File: src/rtl/preamble_1001_tx_if.sv
// Payload handshake between a word producer and the preamble_1001_tx
// serialiser. The producer is the master; the transmitter is the slave.
interface preamble_1001_tx_if #(
    parameter int DATA_W = 8
);
    logic [DATA_W-1:0] in_data;
    logic              in_valid;
    logic              in_ready;

    modport master (
        output in_data,
        output in_valid,
        input  in_ready
    );

    modport slave (
        input  in_data,
        input  in_valid,
        output in_ready
    );
endinterface

File: src/rtl/preamble_1001_tx.sv
// Frame transmitter: accepts a payload word, then sends a 4-bit sync
// preamble, the payload MSB first, and a run of zero gap cycles on a single
// serial line. All outputs are registered. Each output register is loaded
// from the decode of the next state, so it always reflects the state the
// FSM occupies during that cycle.
module preamble_1001_tx #(
    parameter int          DATA_W   = 8,
    parameter logic [3:0]  PREAMBLE = 4'b1001,
    parameter int          GAP_LEN  = 2
) (
    input  logic               clk,
    input  logic               reset,
    preamble_1001_tx_if.slave  s_in,
    output logic               ser_out,
    output logic               busy,
    output logic               frame_done
);

    // The bit counter covers both the 4 preamble bits and the DATA_W payload bits.
    localparam int BIT_MAX = (DATA_W > 4) ? DATA_W : 4;
    localparam int CNT_W   = $clog2(BIT_MAX);

    typedef enum logic [1:0] {
        S_IDLE,
        S_PRE,
        S_DATA,
        S_GAP
    } state_t;

    state_t              r_state;
    state_t              w_state_nxt;
    logic [CNT_W-1:0]    r_cnt;
    logic [CNT_W-1:0]    w_cnt_nxt;
    logic [3:0]          r_gcnt;
    logic [3:0]          w_gcnt_nxt;
    logic [DATA_W-1:0]   r_shift;
    logic [DATA_W-1:0]   w_shift_nxt;

    logic                r_ser;
    logic                r_busy;
    logic                r_done;
    logic                r_ready;
    logic                w_ser_nxt;
    logic                w_busy_nxt;
    logic                w_done_nxt;
    logic                w_ready_nxt;

    logic                w_accept;
    logic [1:0]          w_pre_idx;

    // in_ready is a pure function of the IDLE state, so there is no path
    // from in_valid back to in_ready.
    assign w_accept = (r_state == S_IDLE) && s_in.in_valid;

    // Next-state logic: counters clear on every state entry.
    always_comb begin
        w_state_nxt = r_state;
        w_cnt_nxt   = r_cnt;
        w_gcnt_nxt  = r_gcnt;
        w_shift_nxt = r_shift;
        case (r_state)
            S_IDLE: begin
                if (w_accept) begin
                    w_state_nxt = S_PRE;
                    w_cnt_nxt   = '0;
                    w_gcnt_nxt  = '0;
                    w_shift_nxt = s_in.in_data;
                end
            end
            S_PRE: begin
                if (r_cnt == CNT_W'(3)) begin
                    w_state_nxt = S_DATA;
                    w_cnt_nxt   = '0;
                end else begin
                    w_cnt_nxt = r_cnt + CNT_W'(1);
                end
            end
            S_DATA: begin
                if (r_cnt == CNT_W'(DATA_W - 1)) begin
                    w_state_nxt = S_GAP;
                    w_cnt_nxt   = '0;
                    w_gcnt_nxt  = '0;
                end else begin
                    w_cnt_nxt   = r_cnt + CNT_W'(1);
                    w_shift_nxt = r_shift << 1;
                end
            end
            S_GAP: begin
                if (r_gcnt == 4'(GAP_LEN - 1)) begin
                    w_state_nxt = S_IDLE;
                    w_gcnt_nxt  = '0;
                end else begin
                    w_gcnt_nxt = r_gcnt + 4'd1;
                end
            end
            default: begin
                w_state_nxt = S_IDLE;
                w_cnt_nxt   = '0;
                w_gcnt_nxt  = '0;
            end
        endcase
    end

    // Moore output decode of the state being entered.
    always_comb begin
        w_ser_nxt   = 1'b0;
        w_busy_nxt  = 1'b0;
        w_done_nxt  = 1'b0;
        w_ready_nxt = 1'b0;
        w_pre_idx   = 2'd3 - w_cnt_nxt[1:0];
        case (w_state_nxt)
            S_IDLE: begin
                w_ready_nxt = 1'b1;
            end
            S_PRE: begin
                w_busy_nxt = 1'b1;
                w_ser_nxt  = PREAMBLE[w_pre_idx];
            end
            S_DATA: begin
                w_busy_nxt = 1'b1;
                w_ser_nxt  = w_shift_nxt[DATA_W-1];
            end
            S_GAP: begin
                w_busy_nxt = 1'b1;
                w_done_nxt = (w_gcnt_nxt == 4'd0);
            end
            default: begin
                w_ready_nxt = 1'b0;
            end
        endcase
    end

    // State, counters and registered outputs; reset abandons any partial frame.
    always_ff @(posedge clk) begin
        if (reset) begin
            r_state <= S_IDLE;
            r_cnt   <= '0;
            r_gcnt  <= '0;
            r_ser   <= 1'b0;
            r_busy  <= 1'b0;
            r_done  <= 1'b0;
            r_ready <= 1'b1;
        end else begin
            r_state <= w_state_nxt;
            r_cnt   <= w_cnt_nxt;
            r_gcnt  <= w_gcnt_nxt;
            r_ser   <= w_ser_nxt;
            r_busy  <= w_busy_nxt;
            r_done  <= w_done_nxt;
            r_ready <= w_ready_nxt;
        end
    end

    // Payload shift register; its content only matters while in DATA.
    always_ff @(posedge clk) begin
        r_shift <= w_shift_nxt;
    end

    assign s_in.in_ready = r_ready;
    assign ser_out       = r_ser;
    assign busy          = r_busy;
    assign frame_done    = r_done;

endmodule
File: src/flat_wrapper.sv
// flat-port wrapper written by rule: the top's interface ports become plain ports
module preamble_1001_tx_flat 
#(
    parameter int          DATA_W   = 8,
    parameter logic [3:0]  PREAMBLE = 4'b1001,
    parameter int          GAP_LEN  = 2
)
  (clk, reset, ser_out, busy, frame_done, s_in_in_data, s_in_in_valid, s_in_in_ready);
  preamble_1001_tx_if #(.DATA_W(DATA_W)) s_in_i ();
  input  logic clk;
  input  logic reset;
  output logic ser_out;
  output logic busy;
  output logic frame_done;
  input wire logic [$bits(s_in_i.in_data)-1:0] s_in_in_data;
  input wire logic [$bits(s_in_i.in_valid)-1:0] s_in_in_valid;
  output wire logic [$bits(s_in_i.in_ready)-1:0] s_in_in_ready;
  assign s_in_i.in_data = s_in_in_data;
  assign s_in_i.in_valid = s_in_in_valid;
  assign s_in_in_ready = s_in_i.in_ready;
  preamble_1001_tx #(.DATA_W(DATA_W), .PREAMBLE(PREAMBLE), .GAP_LEN(GAP_LEN)) u_core (.clk(clk), .reset(reset), .s_in(s_in_i), .ser_out(ser_out), .busy(busy), .frame_done(frame_done));
endmodule
File: config.mk
export PLATFORM = sky130hd
export DESIGN_NAME = preamble_1001_tx_flat
export DESIGN_NICKNAME = d
export VERILOG_FILES = /design/src/rtl/preamble_1001_tx_if.sv /design/src/rtl/preamble_1001_tx.sv /design/src/flat_wrapper.sv
export SDC_FILE = /design/constraint.sdc
export NUM_CORES = 1
export LEC_CHECK = 0
export CAP_MARGIN = 15
export CORE_MARGIN = 3
export CORE_UTILIZATION = 48
export DETAILED_ROUTE_END_ITERATION = 16
export GPL_ROUTABILITY_DRIVEN = 0
export PLACE_DENSITY = 0.74
export SLEW_MARGIN = 15
export SYNTH_ARGS = -nofsm -noshare
export SYNTH_HDL_FRONTEND = slang
export SYNTH_SLANG_ARGS = --single-unit
File: constraint.sdc
create_clock -name clk -period 2 [get_ports clk]
set_input_delay 0.4 -clock clk [delete_from_list [all_inputs] [get_ports clk]]
set_output_delay 0.4 -clock clk [all_outputs]
set_load 0.02 [all_outputs]
# After elaboration in Yosys (flattened, before gate mapping)
# Cells that the tools add are included.
# Widths: inputs -> output; s select.
# word_totals
regBits	21
inputBits	11
# classes
n_mux	21
n_eq_ne	11
bitwise_logic	1
n_lt_le_gt_ge	1
addsub	3
n_reduce_logical	10
# op_table
operator	n
$mux 8	2
$pmux 8 s2	1
$mux 4	3
$pmux 4 s3	1
$mux 3	3
$pmux 3 s3	1
$eq 2x2->1 const B	4
$mux 2	4
$pmux 2 s4	1
$add 4x1->4 const B	1
$eq 2x1->1 const B	2
$eq 4x1->1 const B	1
$logic_not 2->1	2
$logic_not 4->1	1
$add 3x1->3 const B	1
$eq 3x2->1 const B	1
$eq 3x3->1 const B	1
$lt 2x3->1 const B	1
$mux 1	3
$reduce_and 3->1	1
$reduce_bool 3->1	1
$reduce_or 3->1	1
$bmux 1 s2	1
$ne 2x1->1 const B	1
other kinds (8)	8

# Logic depth before layout (Yosys ltp)
# Gate-level depths: netlist (run 1).
# logic_depth
ltp_word	8
ltp_mapped	10
depth_no_buf	9

# Least setup slack after synthesis (run 1)
# OpenSTA, ideal clock, no wires.
# synth_path
kind	register to register
from	reg u_core.r_gcnt[1]
to	reg u_core.r_ser (netlist: u_core.ser_out)
path_stages_with_launch	10
synth_period_minus_slack_ns	1.943
t_arrival_ns	1.825
required_time_ns	1.882
setup_slack_ns	0.057
path_cell_list	dfxtp_1 -> inv_1 -> ha_1 -> nor3b_2 -> or2_1 -> buf_2 -> a21o_1 -> ha_1 -> and3b_1 -> o2bb2ai_1
# synth_via
elab_chain_len	5
# synth_rtl
element	line	rtl
from (decl)	preamble_1001_tx.sv:34	logic [3:0] r_gcnt;
from (signal assigned)	preamble_1001_tx.sv:146	r_gcnt <= w_gcnt_nxt;
$eq 4x1->1 (*)	preamble_1001_tx.sv:89	if (r_gcnt == 4'(GAP_LEN - 1)) begin
$mux 2 (*)	preamble_1001_tx.sv:89	
$pmux 2 s4 (*)	preamble_1001_tx.sv:61	case (r_state)
$eq 2x2->1 / $eq 2x1->1 (equally long branches)	preamble_1001_tx.sv:111	case (w_state_nxt)
$pmux 1 s2 (*)	preamble_1001_tx.sv:111	
to (signal assigned)	preamble_1001_tx.sv:147	r_ser <= w_ser_nxt;
to (decl)	preamble_1001_tx.sv:39	logic r_ser;
# Every way passes the cells marked *; elsewhere a longest branch is shown, timed or not.
# A chain may end at the register's enable or synchronous reset.

# Worst setup path after layout (run 1)
# Ends and elaborated chain as after synthesis.

==> results of run 1 <==
==> layout make-up <==
type,count,area [sq um]
flip-flops and latches,21,497
clock buffers,3,22.5
repair buffers,23,208
inverters,7,26.3
multi-input cells,79,604
well taps,28,35.0
clock inverters,1,5.00
fillers,179,836
==> cells by family after synthesis <==
logic type / after synthesis / synth area share
adder cells (fa/ha/maj): 11 / 0.121
AO/OA/AOI/OAI: 28 / 0.178
AND/OR/NAND/NOR: 37 / 0.202
flip-flops: 21 / 0.430
buffers and inverters: 11 / 0.0471
XOR/XNOR: 3 / 0.0230
==> power by group through the flow <==
stage	clock, mW	combinational (mW)	sequential [mW]
after detailed placement	0	0.120	0.482
after global routing	0.231	0.133	0.474
final	0.205	0.123	0.472
after CTS	0.214	0.121	0.473
after global placement	0	0.116	0.482
after floorplan	0	0.0618	0.489
==> synth_stat cells (2+ instances only) <==
library cell   n  area (sq um)
dfxtp_1       14           280
a21o_1         2          15.0
nor2_1        11          41.3
xor2_1         3          26.3
edfxtp_1       7           210
ha_1          11           138
a21oi_1        5          25.0
nor3_1         2          10.0
a22o_1         6          52.6
nand3b_1       3          22.5
or2_2          2          12.5
nor2_2         2          12.5
o21ai_0        5          25.0
nand2_1        5          18.8
inv_1          7          26.3
==> routing by layer <==
metal	GRT usage	wire length, um	vias up
met5	0	0	-
met4	0.0622	37	0
met3	0.0354	71	5
met2	0.222	1020	13
met1	0.207	1070	405
li1	-	-	441
==> repair_timing <==
item / in CTS / in global routing
buffers inserted: 0 / 2
hold endpoints to repair: 0 / 0
cloned: 0 / 0
gates resized for setup: 1 / 5
endpoints found under the setup margin: 1 / 1
pin swaps: 0 / 2
==> path summary, 6_finish.rpt <==
check / cells after the start / from / endpoint / slack (ps)
setup / recovery: 8 / u_core.r_gcnt[1] / u_core.ser_out / 70
hold reg to reg: 2 / u_core.r_cnt[2] / u_core.r_cnt[2] / 510
setup reg to reg: 8 / u_core.r_gcnt[1] / u_core.ser_out / 70
hold / removal: 2 / u_core.r_cnt[2] / u_core.r_cnt[2] / 510
==> worst reg2reg max path, delay by kind of cell, from the launching register on <==
family          cells  cell delay (ps)
compound gates      2              360
fa+ha+maj           2              470
buf+inv             1               40
flops               1              380
simple gates        3              580
==> cells in the final DEF (no fill, tap or decap), types with 2 or more instances in the layout <==
| cell type | n |
|---|---|
| inv_1 | 7 |
| a21oi_1 | 5 |
| dfxtp_2 | 2 |
| or2_2 | 2 |
| nor2_2 | 2 |
| a22o_1 | 6 |
| clkbuf_4 | 3 |
| buf_4 | 9 |
| dfxtp_1 | 11 |
| nor3_1 | 2 |
| nor2_1 | 11 |
| nand3b_1 | 3 |
| o21ai_0 | 4 |
| xor2_1 | 3 |
| edfxtp_1 | 7 |
| clkdlybuf4s50_1 | 14 |
| ha_1 | 11 |
| nand2_1 | 5 |
| a21o_1 | 2 |
==> flip-flops by register name, indices dropped and copies added, names as in the netlist <==
name,flops
u_core.r_gcnt,4
u_core.busy,1
u_core.s_in.in_ready,1
u_core.r_state,2
u_core.frame_done,1
u_core.r_cnt,3
u_core.ser_out,1
u_core.r_shift,8
==> impl_results.md, run 1 <==
- Status: finished clean
- Max cap viols: 0
- Final period utilization: 0.963
- Synth unique cells: 41
- Crit start category: flop
- Clk pwr share: 0.256
- Starting Density: 0.511
- Worst path cell trace: inv_1 -> ha_1 -> nor3b_2 -> or2_1 -> a21o_1 -> ha_1 -> and3b_1 -> o2bb2ai_1
- # setup viols final: 0
- Total vias in the final route: 864
- Power per standard cell area: between 500 and 600 nW/um^2
- CP bufs+invs: 1
- RSZ-0062 raised after global routing: false
- Worst Max-Slew Pin Slew: approximately 320 ps
- Nets: between 150 and 200
- Worst rel slew slack: 0.782
- ANT cells: 0
- Layout cells sized above 1: 0.216
- CTS tree: done
- Final core occ: 0.626
- CP required: roughly 2200 ps
- Final worst slack: 73.7 ps
- Floorplan core area: between 2000 and 2500 sq um
- Number of antenna violations at the first check in global routing: 0
- Area of the die: 3000 sq um
- Post-Layout Inst Area: 1400 sq um
- Place WS: roughly 6.7 ps
- TNS Setup: 0 ps
- Share of power burned in registers: 0.590
- Cells after Synth: roughly 110
- Psw: between 0.15 and 0.2 mW
- Synthesized Nets: approximately 130
- Main synth FF type: dfxtp_1
- Detail Route Antenna Nets: 0
- Final Power: ~0.8 mW
- CTS Buf Count: 3
- Syn_area_per_cell: 10.3 sq um
- Hold_buf cts: 0
- Post-synth EDFFs: 7
- Logic pwr share: 0.154
- Critical path's top delay family: simple AND/OR/NAND/NOR gates
- DR WL/cell: 13.5 um
- Port-buffer cells: 14
- CTS max path bufs: 2
- Synth warnings: 0
- Global-route wire length before repair: 3.24 mm
- Clock latency on the worst-skew pair: 300 ps
- Dpl cells: roughly 160
- Worst Path Arrival: between 2000 and 2500 ps
- Total Routing Usage GR: 0.150
- #FFs+latches synth: 21
- Cell internal pwr: roughly 0.6 mW
- Global route total overflow: 0
- Mapped cell area: about 1100 sq um
- H-Tree Depth: 1
- Fraction of registers with async set/reset: 0
- Clk slew on worst S/H paths: ~120 ps
- Slowest CP cell: dfxtp_4
- Final Hold Fails: 0
- Drt pass-1 iters: 4
- Leakage: around 0.59 nW
- Worst hold slack: between 500 and 600 ps
- Initial DRC count: 16
- Via-to-Cell Ratio: ~5.3
- Root Driver: clkbuf_4
- Seq/Total Area, Yosys: 0.430
- Largest net degree at the start of global routing: 14
- Vias in the first global route: between 700 and 800
- Routed Wire Length: roughly 2.2 mm
- Layout area overhead: 22.5%
- Worst Setup End Kind: flop
- Hold/Removal Path Class: reg -> reg
- Ports: 15
- Most used cell along the critical path: ha_1
- Clock skew: around 4 ps
- DR DRC count: 0
- Crit path largest cell delay: between 300 and 400 ps
- DP Area: roughly 1300 sq um
- Worst VDD drop: 0.464 mV
- Crit path kind: reg -> reg
- Detailed Place HPWL: approximately 1.6 mm
- CTS Sinks: 21
- Slew Viols, Final: 0
- Achievable frequency: approximately 520 MHz
- Row count: 17
- Chip height: between 50 and 60 um
- Fin crit period: ~1900 ps
- DIE WIDTH: between 50 and 60 um
- Layout Cells excl Fill: 162
- CP max FO: 5
- Net Sw Frac: 0.249
No activity file was read; power rests on OpenSTA's default activity.
==> run 2: changes to the inputs <==
- ABC_CLOCK_PERIOD_IN_PS: default -> 1900
- CORE_UTILIZATION: 48 -> 53
- PLACE_DENSITY: 0.74 -> 0.77
- clock period: 2 -> 1.9 ns (I/O delays scaled with it)
==> run 2 against run 1 <==
Against the previous run:
- via count increased by 5.6%
- largest power group unchanged
- non-clock buffer count rose by 5
- worst setup slack worse by 49 ps
- clock skew decreased by 2.0 ps
- register-to-register slack worse by 50 ps
==> impl_results.md, run 2 (same netlist as run 1, synthesis figures left out) <==
- Setup slack, reg-to-reg: roughly 25 ps
- Slowest CP cell: dfxtp_2
- Floorplan core area: around 2000 sq um
- Most frequent cells in the layout: clkdlybuf4s50_1 (14), buf_4 (13), nor2_1 (11), dfxtp_1 (10), edfxtp_1 (7)
- Max cap viols: 0
- Crit path largest cell delay: 350 ps
- DR DRC count: 0
- Max reg flops: 8
- Chip height: 52.4 um
- CTS Sinks: 21
- Crit start category: flop
- Clk slew on worst S/H paths: 110 ps
- CTS max path bufs: 2
- Final core occ: 0.746
- Power per standard cell area: 581 nW/um^2
- Layout area overhead: 30.8%
- Worst Max-Slew Pin Slew: 381 ps
- Drt pass-1 iters: 4
- Largest net degree at the start of global routing: 14
- Critical path's top delay family: simple AND/OR/NAND/NOR gates
- Number of antenna violations at the first check in global routing: 0
- Clock latency on the worst-skew pair: ~310 ps
- Detail Route Antenna Nets: 0
- CP max FO: 4
- Leading cell type in the layout, fill and taps excluded: clkdlybuf4s50_1
- Hold EP: u_core.r_cnt[2]
- # setup viols final: 0
- Regs by FF count: u_core.r_shift: 8 flops, u_core.r_gcnt: 4 flops, u_core.r_cnt: 3 flops
- Port-buffer cells: 14
- Logic pwr share: 0.175
- Row count: 16
- Via-to-Cell Ratio: roughly 5.5
- Hold_buf cts: 0
- CP bufs+invs: 2
- Worst path cell trace: inv_2 -> ha_2 -> nor3b_4 -> or2_1 -> a21o_4 -> buf_6 -> ha_2 -> and3b_1 -> o2bb2ai_2
- Starting Density: 0.570
- Clock skew: slightly below 2 ps
- Worst R2R End: u_core.ser_out
- TNS Setup: 0 ps
- Fin crit period: between 1500 and 2000 ps
- Worst hold slack: just over 500 ps
- Area of the die: 2750 sq um
- Status: finished clean
- Global-route wire length before repair: 3.70 mm
- CTS tree: done
- Leakage: 0.603 nW
- Total vias in the final route: approximately 900
- Vias in the first global route: between 800 and 900
- ANT cells: 0
- Initial DRC count: 30
- Number of cells on the worst reg-to-reg path: 9
- CP required: around 2100 ps
- Share of power burned in registers: 0.573
- Total Routing Usage GR: 0.182
- Biggest register: u_core.r_shift
- DR WL/cell: between 10 and 15 um
- Origin of the worst min-delay path: u_core.r_cnt[2]
- Final worst slack: 25.1 ps
- Clk pwr share: 0.252
- Final period utilization: 0.987
- Global route total overflow: 0
- Routed Wire Length: 2.48 mm
- Worst R2R Start: u_core.r_gcnt[1]
- Cell internal pwr: between 0.6 and 0.7 mW
- Worst Setup End Kind: flop
- H-Tree Depth: 1
- CTS Buf Count: 3
- Most used cell along the critical path: ha_2
- Worst Path Arrival: between 2000 and 2500 ps
- Crit path kind: reg -> reg
- Final Hold Fails: 0
- Place WS: -126 ps
- Hold/Removal Path Class: reg -> reg
- DIE WIDTH: roughly 52 um
- Detailed Place HPWL: 1.64 mm
- Achievable frequency: 533 MHz
- Hold path cells: 2
- Slew Viols, Final: 0
- Net Sw Frac: 0.250
- Worst VDD drop: about 0.48 mV
- Root Driver: clkbuf_4
- Ports: 15
- Psw: around 0.22 mW
- Nets: about 160
- Layout cells sized above 1: 0.317
- Worst rel slew slack: 0.743
==> run 2: how the worst max path moves through the flow <==
stage,start,to,cells past startpoint
floorplan,u_core.r_gcnt[1],u_core.ser_out,9
CTS,u_core.r_cnt[0],u_core.ser_out,8
global route,u_core.r_gcnt[1],u_core.ser_out,10
detailed placement,s_in_in_valid,u_core.ser_out,6
global placement,s_in_in_valid,u_core.ser_out,6
finish,u_core.r_gcnt[1],u_core.ser_out,9
==> run 2: worst register-to-register path: stages, from the launching register on <==
cell,delay [ps]
dfxtp_2,350
inv_2,30
ha_2,160
nor3b_4,150
or2_1,270
a21o_4,240
buf_6,120
ha_2,160
and3b_1,170
o2bb2ai_2,120
==> run 2: through the flow <==
stage | power (mW) | area (sq um) | std cells
floorplan | 0.579 | 1150 | 111
global placement | 0.633 | 1380 | 159
detailed placement | 0.640 | 1380 | 159
CTS | 0.858 | 1420 | 165
global route | 0.909 | 1490 | 166
finish | 0.868 | 1490 | 166
==> run 2: routing by layer <==
layer / GRT usage / up-vias / part of all wire
met5: 0 / - / 0
met4: 0.0766 / 0 / 0.015
met3: 0.0342 / 5 / 0.034
met2: 0.306 / 18 / 0.53
met1: 0.226 / 436 / 0.42
li1: - / 453 / -
==> run 2: power by group through the flow <==
stage          Clock, mW  Combinational, mW  Sequential [mW]
2_1_floorplan          0             0.0650            0.514
3_5_place_dp           0              0.133            0.506
6_report           0.218              0.152            0.497
4_1_cts            0.223              0.140            0.496
3_3_place_gp           0              0.128            0.505
5_1_grt            0.244              0.166            0.500
==> run 2: layout make-up <==
cell class	instances	area, sq um
Inverter	7	26.3
Timing Repair Buffer	28	249
Tap cell	27	33.8
Fill cell	143	509
Multi-Input combinational cell	79	662
Clock buffer	4	26.3
Sequential cell	21	495
==> run 2: timing repair <==
action                                  4_1_cts  5_1_grt
gates resized for setup                       1       15
pin swaps                                     0        2
buffers inserted                              2        1
endpoints found under the hold margin         0        0
endpoints found under the setup margin        1        3
